[config.mk]
export PLATFORM = sky130hd
export DESIGN_NAME = cmd_frame_collector
export DESIGN_NICKNAME = d
export VERILOG_FILES = /design/src/rtl/calc_pkg.sv /design/src/rtl/field_shifter.sv /design/src/rtl/cmd_frame_collector.sv
export SDC_FILE = /design/constraint.sdc
export NUM_CORES = 1
export LEC_CHECK = 0
export BUFFER_PORTS_ARGS = -buffer_cell sky130_fd_sc_hd__buf_4
export CORE_UTILIZATION = 35
export CTS_CLUSTER_DIAMETER = 100
export DETAILED_ROUTE_END_ITERATION = 8
export PLACE_DENSITY = 0.55
export SLEW_MARGIN = 20
export SYNTH_ARGS = -nofsm -noshare
export SYNTH_HDL_FRONTEND = slang
export SYNTH_SLANG_ARGS = --single-unit
[constraint.sdc]
create_clock -name clk -period 3 [get_ports clk]
set_input_delay 0.3 -clock clk [delete_from_list [all_inputs] [get_ports clk]]
set_output_delay 0.3 -clock clk [all_outputs]
set_load 0.05 [all_outputs]
[src/rtl/calc_pkg.sv]
// Shared calculator definitions: field width defaults, collector state encoding, ALU opcodes.
// Pure declarations; no logic, no latency, no flow control.
package calc_pkg;

  localparam int OPC_W_DEF  = 4;
  localparam int DATA_W_DEF = 8;

  typedef logic [2:0] state_t;

  localparam state_t ST_IDLE = 3'd0;
  localparam state_t ST_OPC  = 3'd1;
  localparam state_t ST_OPA  = 3'd2;
  localparam state_t ST_OPB  = 3'd3;
  localparam state_t ST_PAR  = 3'd4;
  localparam state_t ST_HOLD = 3'd5;

  localparam logic [3:0] OPC_ADD = 4'h0;
  localparam logic [3:0] OPC_SUB = 4'h1;
  localparam logic [3:0] OPC_AND = 4'h2;
  localparam logic [3:0] OPC_OR  = 4'h3;
  localparam logic [3:0] OPC_XOR = 4'h4;
  localparam logic [3:0] OPC_SHL = 4'h5;
  localparam logic [3:0] OPC_SHR = 4'h6;
  localparam logic [3:0] OPC_CMP = 4'h7;

  function automatic int max_int(input int a, input int b);
    return (a > b) ? a : b;
  endfunction

endpackage

[src/rtl/field_shifter.sv]
// Serial-in/parallel-out field register, MSB first; one bit per shift_en, clear wins over shift.
// Output updates the cycle after the enable; no backpressure of its own.
module field_shifter #(
  parameter int W = 8
) (
  input  logic         clk,
  input  logic         reset,
  input  logic         clr,
  input  logic         shift_en,
  input  logic         bit_in,
  output logic [W-1:0] q
);

  logic [W-1:0] q_q;
  logic [W-1:0] q_d;

  always_comb begin
    q_d = q_q;
    if (clr) begin
      q_d = '0;
    end else if (shift_en) begin
      q_d = (q_q << 1) | W'(bit_in);
    end
  end

  always_ff @(posedge clk) begin
    if (reset) begin
      q_q <= '0;
    end else begin
      q_q <= q_d;
    end
  end

  assign q = q_q;

endmodule

[src/rtl/cmd_frame_collector.sv]
// Collects a serial opcode/operand_a/operand_b frame (optional even-parity bit with PARITY_CHECK_EN);
// frame_valid 1 clk after last bit, held until frame_ready; bits arriving while held are dropped and flag overrun.
module cmd_frame_collector
  import calc_pkg::*;
#(
  parameter int OPC_W  = OPC_W_DEF,
  parameter int DATA_W = DATA_W_DEF
) (
  input  logic              clk,
  input  logic              reset,
  input  logic              input_key,
  input  logic              valid_cmd,
  input  logic              active,
  input  logic              mode,
  input  logic              frame_ready,
  output logic              frame_valid,
  output logic [OPC_W-1:0]  opcode,
  output logic [DATA_W-1:0] operand_a,
  output logic [DATA_W-1:0] operand_b,
  output logic              frame_mode,
  output logic              overrun,
  output logic              frame_error
);

  localparam int CNT_W = $clog2(max_int(OPC_W, DATA_W) + 1);
  localparam logic [CNT_W-1:0] OPC_LAST  = CNT_W'(OPC_W - 1);
  localparam logic [CNT_W-1:0] DATA_LAST = CNT_W'(DATA_W - 1);

  state_t           state_q, state_d;
  logic [CNT_W-1:0] cnt_q, cnt_d;
  logic             mode_q, mode_d;
  logic             overrun_q, overrun_d;
  logic             bit_evt;
  logic             clr_fields;
  logic             opc_en, opa_en, opb_en;
`ifdef PARITY_CHECK_EN
  logic             par_q, par_d;
  logic             err_q, err_d;
`endif

  assign bit_evt = valid_cmd & active;

  always_comb begin
    state_d    = state_q;
    cnt_d      = cnt_q;
    mode_d     = mode_q;
    overrun_d  = overrun_q;
    clr_fields = 1'b0;
    opc_en     = 1'b0;
    opa_en     = 1'b0;
    opb_en     = 1'b0;
`ifdef PARITY_CHECK_EN
    par_d      = par_q;
    err_d      = err_q;
`endif

    // Losing active mid-frame throws away everything collected so far.
    if (!active && (state_q == ST_OPC || state_q == ST_OPA ||
                    state_q == ST_OPB || state_q == ST_PAR)) begin
      state_d    = ST_IDLE;
      cnt_d      = '0;
      mode_d     = 1'b0;
      clr_fields = 1'b1;
`ifdef PARITY_CHECK_EN
      par_d      = 1'b0;
`endif
    end else begin
      case (state_q)
        ST_IDLE, ST_OPC: begin
          if (bit_evt) begin
            opc_en = 1'b1;
            if (state_q == ST_IDLE) begin
              mode_d = mode;
`ifdef PARITY_CHECK_EN
              par_d  = input_key;
`endif
            end else begin
`ifdef PARITY_CHECK_EN
              par_d  = par_q ^ input_key;
`endif
            end
            if (cnt_q == OPC_LAST) begin
              state_d = ST_OPA;
              cnt_d   = '0;
            end else begin
              state_d = ST_OPC;
              cnt_d   = cnt_q + CNT_W'(1);
            end
          end
        end
        ST_OPA: begin
          if (bit_evt) begin
            opa_en = 1'b1;
`ifdef PARITY_CHECK_EN
            par_d  = par_q ^ input_key;
`endif
            if (cnt_q == DATA_LAST) begin
              state_d = ST_OPB;
              cnt_d   = '0;
            end else begin
              cnt_d   = cnt_q + CNT_W'(1);
            end
          end
        end
        ST_OPB: begin
          if (bit_evt) begin
            opb_en = 1'b1;
`ifdef PARITY_CHECK_EN
            par_d  = par_q ^ input_key;
`endif
            if (cnt_q == DATA_LAST) begin
              cnt_d   = '0;
`ifdef PARITY_CHECK_EN
              state_d = ST_PAR;
`else
              state_d = ST_HOLD;
`endif
            end else begin
              cnt_d   = cnt_q + CNT_W'(1);
            end
          end
        end
        ST_PAR: begin
          if (bit_evt) begin
            state_d = ST_HOLD;
`ifdef PARITY_CHECK_EN
            err_d   = par_q ^ input_key;
`endif
          end
        end
        ST_HOLD: begin
          // No bypass: a bit landing here, even on the handshake cycle, is lost.
          if (bit_evt) begin
            overrun_d = 1'b1;
          end
          if (frame_ready) begin
            state_d = ST_IDLE;
`ifdef PARITY_CHECK_EN
            err_d   = 1'b0;
`endif
          end
        end
        default: begin
          state_d = ST_IDLE;
          cnt_d   = '0;
        end
      endcase
    end
  end

  always_ff @(posedge clk) begin
    if (reset) begin
      state_q   <= ST_IDLE;
      cnt_q     <= '0;
      mode_q    <= 1'b0;
      overrun_q <= 1'b0;
`ifdef PARITY_CHECK_EN
      par_q     <= 1'b0;
      err_q     <= 1'b0;
`endif
    end else begin
      state_q   <= state_d;
      cnt_q     <= cnt_d;
      mode_q    <= mode_d;
      overrun_q <= overrun_d;
`ifdef PARITY_CHECK_EN
      par_q     <= par_d;
      err_q     <= err_d;
`endif
    end
  end

  field_shifter #(.W(OPC_W)) u_opc (
    .clk      (clk),
    .reset    (reset),
    .clr      (clr_fields),
    .shift_en (opc_en),
    .bit_in   (input_key),
    .q        (opcode)
  );

  field_shifter #(.W(DATA_W)) u_opa (
    .clk      (clk),
    .reset    (reset),
    .clr      (clr_fields),
    .shift_en (opa_en),
    .bit_in   (input_key),
    .q        (operand_a)
  );

  field_shifter #(.W(DATA_W)) u_opb (
    .clk      (clk),
    .reset    (reset),
    .clr      (clr_fields),
    .shift_en (opb_en),
    .bit_in   (input_key),
    .q        (operand_b)
  );

  assign frame_valid = (state_q == ST_HOLD);
  assign frame_mode  = mode_q;
  assign overrun     = overrun_q;
`ifdef PARITY_CHECK_EN
  assign frame_error = err_q;
`else
  assign frame_error = 1'b0;
`endif

endmodule

Yosys cells after proc, flatten, opt, wreduce, memory -nomap -nowiden --
Cells that the tools add are included.
Storage, ports and cells: register bits after elaboration 29, logic and storage cells 66
Operators by class: add/sub/neg operators 1, equality and inequality tests 15, mux-type cells 22, bitwise operators 6, reduce and logical (&&, ||, !) cells 15
Operator list (count):
- two-way mux 3 bit | 7
- two-way mux 4 bit | 4
- bitwise OR 8 x 1 -> 8 bit | 2
- case mux 3 bit (5 select lines) | 1
- case mux 4 bit (3 select lines) | 1
- inequality test 2 bit (second input constant) | 5
- OR reduction 2 bit | 5
- AND reduction 3 bit | 3
- two-way mux 1 bit | 8
- AND reduction 7 bit | 1
- equality test 3 x 2 -> 1 bit (second input constant) | 2
- equality test 3 bit (second input constant) | 2
- inequality test 2 x 1 -> 1 bit (second input constant) | 3
- adder 4 x 1 -> 4 bit (second input constant) | 1
- equality test 4 x 2 -> 1 bit (second input constant) | 1
- equality test 4 x 3 -> 1 bit (second input constant) | 1
- bitwise OR 4 x 1 -> 4 bit | 1
- equality test 3 x 1 -> 1 bit (second input constant) | 1
- logical NOT 3 bit | 1
- logical OR 1 bit | 3
- two-way mux 2 bit | 1
- inverter 1 bit | 2
- bitwise AND 1 bit | 1
- logical AND 1 bit | 1
- logical NOT 1 bit | 1

Depth between registers and ports, before layout --
depth in word-level cells 7, depth in mapped cells 6

By module --
From an unflattened synthesis, not the netlist that was laid out.
Unflattened totals: cell total of the unflattened synthesis 136, area, all modules 1312.5 µm²
Modules (own cells, without submodules):
- field_shifter at u_opa ... | times used 2, cells each 27, area each 295.3 µm², sequential area each 160.2 µm²
- cmd_frame_collector | times used 1, cells each 69, area each 576.8 µm², sequential area each 180.2 µm²
- field_shifter at u_opc | times used 1, cells each 13, area each 145.1 µm², sequential area each 80.1 µm²

Least setup slack after synthesis --
OpenSTA, ideal clock, no wires.
path kind reg2out, start point register state_q[1], end point output port frame_valid, data arrival time 1093 ps, required time 2700 ps, slack 1607 ps, cell stages (with the launch flop) 4, path buffers 2, cell sequence dfxtp_1 -> buf_6 -> buf_2 -> and3b_1
Between the ends: longest elaborated chain between the ends 1
Ends and longest elaborated chain:
- start, declared | line cmd_frame_collector.sv:29 | state_t state_q, state_d;
- start signal, assigned | line cmd_frame_collector.sv:162 | state_q <= state_d;
- equality test 3 bit | line cmd_frame_collector.sv:200 | assign frame_valid = (state_q == ST_HOLD);
- end, declared | line cmd_frame_collector.sv:16 | output logic frame_valid,
No other way between the ends.

Final worst setup path --
start point register state_q[1], end point register state_q[2]
Between the ends: longest elaborated chain between the ends 6
Ends and longest elaborated chain:
- parallel branches: the longest is 6 deep, another holds AND reduction 7 bit
Parallel ways; which one is timed is not known. A chain may end at the register's enable or synchronous reset.

==> summary.txt <==
Detailed routing
  • Drt drc: 0
  • WL per Instance: between 10 and 15 um
  • Vias: 1,226
  • Drt initial violations: 102
  • Post-route ant nets: 0
  • WL final: 3030 um
  • Drt via density: ~5.3
  • Drt pass-1 iters: 4

Synthesis
  • Yosys warns: 0
  • Syn Inst Count: 161
  • Async set-or-reset flop fraction in the synthesized netlist: 0
  • Prevailing post-synth register cell: dfxtp_1
  • Synth top area cells: dfxtp_1 42%, a21oi_1 8.0%, nand3_1 7.6%
  • Largest family of logic cells by synthesized area: simple AND/OR/NAND/NOR gates
  • Post-synthesis adder-cell area fraction: 0.00907
  • Synth area leader: dfxtp_1
  • Avg Cell Area, Syn: between 8 and 9 sq um
  • Synth top area share: 0.421
  • Most common cell in the netlist: dfxtp_1
  • Multiplexer share of the synthesized area: 0.0290
  • Netlist cell types: 38
  • FF+latch count, synth: 29
  • XOR/XNOR Fraction of Synth Area: 0.00635
  • Synth Cell Area: 1380 sq um
  • Compound-cell area share of the yosys netlist: 0.218
  • Syn_nets: between 150 and 200
  • Register area share after synthesis: 0.421
  • Simple-gate portion of the synthesized area: 0.228
  • Number of flops mapped to enable cells by yosys: 0
  • Post-synth top cells: 29 x dfxtp_1, 22 x a21oi_1, 21 x nand3_1, 17 x o21ai_0, 9 x nor2_1

Floorplan
  • Die width: about 65 um
  • Die Footprint: 4200 sq um
  • Height of the die: 64.8 um
  • Placeable Area: 3720 sq um
  • Starting Density: 0.371
  • Total I/O pin count: 31
  • Std-Cell Rows: 22

Critical path
  • Crit path largest cell delay: ~0.66 ns
  • Crit Path Max Fanout: 17
  • CP max stage cell: dfxtp_1
  • Crit Path Category: register to register
  • Worst path cell trace: nand3_1, or3_1, a21oi_1
  • Data required, critical path: 3.21 ns
  • Crit end category: register
  • Worst EP arrival: between 2 and 2.5 ns
  • Startpoint types: register

Clocking
  • Clk sinks: 29
  • CTS buffer count: 5
  • Setup Fix Bufs, Post-CTS: 0
  • Clock buffer depth: 2
  • Worst-Skew Late Latency: 0.27 ns
  • Root Driver: clkbuf_8
  • Resize count post-CTS: 0
  • Hold_buf cts: 0
  • H-Tree Depth: 2
  • Clk slew on worst S/H paths: 0.07 ns
  • CTS tree: built

Cells and area
  • Area Growth Syn to Fin: 22.3%
  • Final net count: roughly 190
  • N_diodes: 0
  • Ratio of cells with drive above 1 in the final layout: 0.236
  • Fillers: a little under 400
  • Finished Layout Cells: 230

Global route
  • First-pass GRT wire length: 5310 um
  • Met3 global-route usage: 0.0528
  • Met2 GRT Util: 0.268
  • Overflow after GRT: 0
  • Largest net degree at the start of global routing: 21
  • Antenna violations before repair: 0
  • Vias in the first global route: between 1,000 and 1,500
  • M1 GR Usage: 0.206
  • Gr busiest metal: met2
  • GRT Overall Usage: 0.165

STA
  • Unrepaired setup endpoints after global routing: false
  • Final worst path period share: 0.639
  • Setup TNS: 0 ns
  • Worst relative slew slack: 0.298
  • Fmax: 0.521 GHz
  • Slew @ Worst Pin: 1.04 ns
  • Final Hold Viols: 0
  • Setup Skew: 0.00577 ns
  • Min Tclk post-route: ~1.9 ns
  • Final setup viols: 0
  • Pins Over Slew Limit: 0

Power and ir drop
  • LEAKAGE: 0.629 nW
  • Peak supply drop: 294 uV
  • Power Density: 552 nW/um^2

Worst hold path
  • Hold WC Path Type: input port to register

Flow run
  • Max-cap violation count: 0

Place
  • Post-DP HPWL: 2090 um
  • # port buffers: 29
  • DP Cell Count: 222
  • Final GP Congestion: 0.781

Run status
  • Outcome: finished clean
-- state kept, by name, summed over array words and instances (netlist names) --
register	cells
u_opb.q	8
state_q	3
overrun	1
cnt_q	4
u_opa.q	8
u_opc.q	4
frame_mode	1
-- per-layer routing --
metal | part of all wire | vias up | wire (um)
met5 | 0 | - | 0
met4 | 0.0030 | 0 | 9
met3 | 0.039 | 2 | 117
met2 | 0.47 | 28 | 1430
met1 | 0.49 | 577 | 1480
li1 | - | 619 | -
-- critical path: cells and delay by family, from the launching register on --
family           cells  cell delay (ns)
AO/OA/AOI/OAI        1             0.14
flip-flops           1             0.66
AND/OR/NAND/NOR      2             1.05
-- cell families (layout without fill, tap and decap cells) --
| group | count (synthesis) | in the layout |
|---|---|---|
| compound gates | 51 | 51 |
| xor+xnor | 1 | 1 |
| flops | 29 | 29 |
| simple gates | 55 | 55 |
| mux | 4 | 4 |
| buf+inv | 19 | 40 |
| other cells | 1 | 1 |
| fa+ha+maj | 1 | 1 |
-- cell type report --
class	instances	area, sq um	area share
multi-input combinational	113	681	0.403
sequential	29	581	0.344
timing repair buffer	30	225	0.133
clock buffer	5	68.8	0.0408
clock inverter	3	65.1	0.0385
tap	48	60.1	0.0356
inverter	2	7.51	0.00445
-- stage by stage --
| step | worst slack, ns | area (sq um) | power [mW] | utilization | hold WS, ns |
|---|---|---|---|---|---|
| 2_1_floorplan | 1.61 | 1380 | 0.450 | - | 0.372 |
| 6_report | 1.08 | 1690 | 0.932 | 0.454 | 0.180 |
| 5_1_grt | 0.916 | 1690 | 0.973 | 0.454 | 0.168 |
| 3_3_place_gp | 1.21 | 1550 | 0.460 | 0.418 | 0.454 |
| 3_5_place_dp | 1.14 | 1550 | 0.461 | 0.418 | 0.469 |
| 4_1_cts | 1.12 | 1690 | 0.943 | 0.454 | 0.173 |
-- layout by cell type (no fill, tap or decap), types with 2 or more instances in the layout --
cell,synthesis,layout
inv_1,2,2
buf_4,4,30
nand3_1,21,21
a21oi_1,22,22
or2_2,2,2
nand4b_1,2,2
nor2_1,9,9
nand2_1,3,3
nor2b_1,2,2
nor4_1,2,2
nand3b_1,4,4
o21ai_0,17,17
nand2b_1,2,2
bufinv_16,0,2
clkbuf_8,0,5
or3_1,2,2
and3b_1,2,2
o211ai_1,3,3
a31oi_1,2,2
dfxtp_1,29,29
mux2i_1,4,4
-- power breakdown --
part | internal (mW) | total, mW | switching, mW
logic | 0.0191 | 0.0575 | 0.0385
clock network | 0.330 | 0.480 | 0.150
registers | 0.389 | 0.395 | 0.00577
-- final timing paths --
path                        endpoint  cells after the start  slack [ns]                    start
max          state_q[2]$_SDFFE_PP0P_                      3        1.08  state_q[1]$_SDFFE_PP0P_
min             overrun$_SDFFE_PP0P_                      2        0.18                    reset
max reg2reg  state_q[2]$_SDFFE_PP0P_                      3        1.08  state_q[1]$_SDFFE_PP0P_
min reg2reg     overrun$_SDFFE_PP0P_                      2        0.48     overrun$_SDFFE_PP0P_
(Power assumes the default switching activity.)
